<file path="src/rtl/seq_run_detector.sv">
// Per-channel detector for runs of consecutive 1s with wrap or saturate at RUN_LEN.
// Optional per-channel saturating hit counters are enabled with SEQ_RUN_HIT_COUNT_EN.
//
//  s             | meaning
//  0             | no run in progress (last accepted bit was 0, or cleared)
//  1..RUN_LEN-1  | run of s consecutive 1s, not yet complete
//  RUN_LEN       | completed run; next 1 wraps to 1 or holds, per WRAP_MODE
module seq_run_detector #(
   parameter int NUM_CH    = 1,
   parameter int RUN_LEN   = 3,
   parameter int WRAP_MODE = 1,
   parameter int HC_W      = 8,
   localparam int CNT_W    = $clog2(RUN_LEN + 1)
) (
   input  logic                    clk,
   input  logic                    reset_n,
   input  logic                    clear,
   input  logic                    in_valid,
   input  logic [NUM_CH-1:0]       in,
   output logic [NUM_CH*CNT_W-1:0] state,
   output logic [NUM_CH-1:0]       hit
`ifdef SEQ_RUN_HIT_COUNT_EN
   ,
   output logic [NUM_CH*HC_W-1:0]  hit_count
`endif
);

   if (RUN_LEN < 2) begin : g_bad_run_len
      $error("seq_run_detector: RUN_LEN must be >= 2");
   end
   if (HC_W < 1) begin : g_bad_hc_w
      $error("seq_run_detector: HC_W must be >= 1");
   end

   localparam logic [CNT_W-1:0] RUN_MAX  = CNT_W'(RUN_LEN);
   localparam logic [CNT_W-1:0] RUN_PRE  = CNT_W'(RUN_LEN - 1);
   localparam logic [CNT_W-1:0] WRAP_VAL = (WRAP_MODE != 0) ? CNT_W'(1) : CNT_W'(RUN_LEN);

   logic [NUM_CH*CNT_W-1:0] state_nxt;
   logic [NUM_CH-1:0]       hit_nxt;
   logic [CNT_W-1:0]        s;

   always_ff @(posedge clk or negedge reset_n) begin
      if (!reset_n) begin
         state <= '0;
         hit   <= '0;
      end else begin
         state <= state_nxt;
         hit   <= hit_nxt;
      end
   end

   always_comb begin
      state_nxt = state;
      hit_nxt   = '0;
      s         = '0;
      if (clear) begin
         state_nxt = '0;
      end else if (in_valid) begin
         for (int i = 0; i < NUM_CH; i++) begin
            s = state[i*CNT_W +: CNT_W];
            if (!in[i]) begin
               state_nxt[i*CNT_W +: CNT_W] = '0;
            end else if (s == RUN_MAX) begin
               state_nxt[i*CNT_W +: CNT_W] = WRAP_VAL;
            end else begin
               state_nxt[i*CNT_W +: CNT_W] = s + CNT_W'(1);
            end
            hit_nxt[i] = in[i] && (s == RUN_PRE);
         end
      end
   end

`ifdef SEQ_RUN_HIT_COUNT_EN
   logic [NUM_CH*HC_W-1:0] hc_nxt;

   // Counters key off hit_nxt so the count lands on the same edge as the hit pulse.
   always_comb begin
      hc_nxt = hit_count;
      if (clear) begin
         hc_nxt = '0;
      end else begin
         for (int i = 0; i < NUM_CH; i++) begin
            if (hit_nxt[i] && (hit_count[i*HC_W +: HC_W] != {HC_W{1'b1}})) begin
               hc_nxt[i*HC_W +: HC_W] = hit_count[i*HC_W +: HC_W] + HC_W'(1);
            end
         end
      end
   end

   always_ff @(posedge clk or negedge reset_n) begin
      if (!reset_n) begin
         hit_count <= '0;
      end else begin
         hit_count <= hc_nxt;
      end
   end
`endif

endmodule

</file>
<file path="config.mk">
export PLATFORM = sky130hd
export DESIGN_NAME = seq_run_detector
export DESIGN_NICKNAME = d
export VERILOG_FILES = /design/src/rtl/seq_run_detector.sv
export SDC_FILE = /design/constraint.sdc
export NUM_CORES = 1
export LEC_CHECK = 0
export CAP_MARGIN = 40
export CORE_AREA = 5 5 42 44
export DETAILED_ROUTE_END_ITERATION = 12
export DIE_AREA = 0 0 47 49
export GPL_ROUTABILITY_DRIVEN = 0
export REMOVE_ABC_BUFFERS = 1
export SLEW_MARGIN = 20
export SYNTH_ARGS = -nofsm -noshare
export SYNTH_HDL_FRONTEND = slang
export SYNTH_SLANG_ARGS = --single-unit
</file>
<file path="constraint.sdc">
create_clock -name clk -period 0.9 [get_ports clk]
set_input_delay 0.225 -clock clk [delete_from_list [all_inputs] [get_ports clk]]
set_output_delay 0.225 -clock clk [all_outputs]
set_load 0.1 [all_outputs]
</file>
# == Word-level counts from Yosys, hierarchy flattened ==
# Cells that the tools add are included.
# word_totals
out_inout_bits,3
ff_bits,3
# classes
add_sub_neg,1
n_reduce_logical,2
n_eq_ne,2
n_mux,6
# ops
cell,n
$mux W2,4
$eq A2 B2 Y1 const B,2
$add A2 B1 Y2 const B,1
$mux W1,2
$reduce_bool A2 Y1,1
$logic_and A1 B1 Y1,1

# == Logic depth before layout (Yosys ltp) ==
# logic_depth
word_depth,5
mapped_depth,4
mapped_depth_nobuf,4

# == Worst setup path after synthesis ==
# Ideal clock, no wire load.
# synth_timing
path_type,reg2reg
startpoint,register state[0]
endpoint,register state[1]
path_stages_with_launch,5
path_slack_ns,-0.780
required_ns,0.823
t_arrival_ns,1.602
cell_sequence,dfrtp_1 inv_1 ha_1 nand3b_1 a21oi_1
# synth_via
elab_chain_cells,5
# synth_rtl
element,line_no,rtl
start: declaration,20,"output logic [NUM_CH*CNT_W-1:0] state,"
start signal: assignment,48,state <= state_nxt;
$add A2 B1 Y2 / $eq A2 B2 Y1 (equally long branches),"67, 64",
$mux W2 (*),64,end else if (s == RUN_MAX) begin
$mux W2 (*),62,if (!in[i]) begin
$mux W2 (*),59,end else if (in_valid) begin
$mux W2 (*),57,if (clear) begin
# Mark *: on every way between the ends. The rest lies on a longest branch, timed or not. The select of a mux whose other input is x is not followed.
# A chain may end at the register's enable or synchronous reset.

# == Worst setup path after layout ==
# layout_timing
startpoint,register state[1]
endpoint,output state[1]
# No word-level cell between the ends.

==> run metrics <==
outcome complete, but fails checks; failing checks negative setup slack; FF-to-FF Start state[1]; Core Box Area 1400 sq um; R2R Path End state[1]; Final Hold Fails 0; share of cells above drive strength 1 0.467; critical path startpoint category flop; IO Port Bufs 7; Synth cell types 7; nets 38; starting DRC count in detailed routing 4; largest net degree at the start of global routing 6; Ant. Diodes 0; final number of setup-violating endpoints 6; htree depth 1; multi-input combinational cell area 80.1 sq um; Starting Density 0.112; global route total overflow 0; clock latency on the worst-skew pair 230 ps; Antenna Violating Nets Remaining 0; Leak 0.000153 uW; Clock Skew 1.95 ps; Critical Path AT 910 ps; CP Cell Sequence buf_6 > buf_12; Max Cap Viol 0; area delta synth->final 126%; syn_area_per_cell 11.2 sq um; type of the worst setup path reg -> out; total CTS buffers 3; worst r2r path cells 3; pwr dens 1320 nW/um^2; Die X 47 microns; CP endpoint kind output pin; Hold Crit Class in -> async; min cycle time layout 1130 ps; cell family with most CP delay flip-flops; CP bufs+invs 2; vias in the first global route 180; pre-CTS setup slack -196 ps; CTS tree done; CP max FO 3; hold_buf cts 0; R2R Setup Slk -160 ps; Vias/cell 3.37; yosys warns 0; Largest stage delay, worst path 400 ps; RSZ-0062 raised after global routing true; Die Area 2300 sq um; IO Pins 8; Max IR drop VDD 0.000240 V; total power 468 uW; clk buf depth 2; number of fill cells 154; Initial DRT Pass Iterations 2; Yosys reg bits 3; fin crit share 1.26; Setup TNS -910 ps; Mapped Cells 14; Root Buffer clkbuf_4; Slew HR 0.910; CTS sink cnt 3; Final WS setup -231 ps; Row Count 14; CP max stage cell dfrtp_1; first-pass GRT wire length 648 microns; via count 155; initial antenna violation count 0; Post-Syn Area 156 sq um; Worst-Margin Slew 134 ps; Final Max Slew Viols 0; chip height 49 microns; GRT Util Overall 0.0438; dpl hpwl 272 microns; worst path required time 670 ps; Max Fclk 0.884 GHz; Clk pin slew, worst setup/hold paths 40 ps; FF+latch area 75.1 sq um; routed len/inst 7.50 microns; final wirelength 345 microns; sequential share of the synthesized area 0.480; DRC 0
-- worst max path at each step --
stage | start | endpoint | slack (ps) | cells past startpoint
global placement | in_valid | state[0] | -160 | 3
floorplan | state[0] | state[1] | -780 | 4
CTS | state[1] | state[1] | -240 | 2
finish | state[1] | state[1] | -230 | 2
global route | state[1] | state[1] | -270 | 2
detailed placement | in_valid | state[1] | -200 | 3
-- cells in the final DEF, fill, tap and decap left out, drive strengths merged --
master / netlist / routed
clkdlybuf4s50: 0 / 4
and4b: 1 / 1
clkbuf: 0 / 4
nand3b: 2 / 2
a21oi: 2 / 2
nand2b: 2 / 2
ha: 2 / 2
inv: 2 / 2
buf: 0 / 8
dfrtp: 3 / 3
-- cell usage after synthesis --
cell type	count	area (sq um)
dfrtp_1	3	75.1
a21oi_1	2	10.0
ha_1	2	25.0
inv_1	2	7.51
nand2b_1	2	12.5
nand3b_1	2	15.0
and4b_2	1	11.3
-- logic make-up after synthesis --
logic type	after synthesis	share of synthesized area
adder cells (fa/ha/maj)	2	0.160
buffers and inverters	2	0.0480
flip-flops	3	0.480
AND/OR/NAND/NOR	5	0.248
AO/OA/AOI/OAI	2	0.0640
-- state kept, by name, indices dropped and copies added, names as in the netlist --
register / count
hit: 1
state: 2
-- area by class of cell --
class                           count  share of cell area
Timing Repair Buffer               12               0.410
Clock buffer                        4              0.0742
Inverter                            2              0.0212
Tap cell                           16              0.0565
Sequential cell                     3               0.212
Multi-Input combinational cell      9               0.226
-- where the power goes --
part           total [uW]  internal [uW]  switching, uW
registers             143            139           3.39
clock network         228            166           62.4
logic                97.3           50.5           46.9
-- what timing repair did --
item,4_1_cts,5_1_grt
setup endpoints to repair,6,6
resized for setup,4,0
pin swaps,3,0
buffers inserted,2,0
-- routing by layer --
metal | GRT usage | share of wire | wire length, microns
met2 | 0.0566 | 0.59 | 203
met3 | 0.0111 | 0.078 | 27
met4 | 0.0691 | 0 | 0
met5 | 0 | 0 | 0
met1 | 0.0420 | 0.33 | 114
-- through the flow --
| stage | util | hold WS [ps] | instances | area (sq um) |
|---|---|---|---|---|
| detailed placement | 0.213 | 416 | 40 | 299 |
| finish | 0.253 | 175 | 46 | 354 |
| global route | 0.253 | 181 | 46 | 354 |
| global placement | 0.213 | 417 | 40 | 299 |
| floorplan | - | -70.6 | 14 | 156 |
| CTS | 0.253 | 167 | 46 | 354 |
Power figures use the tool's default switching activity.
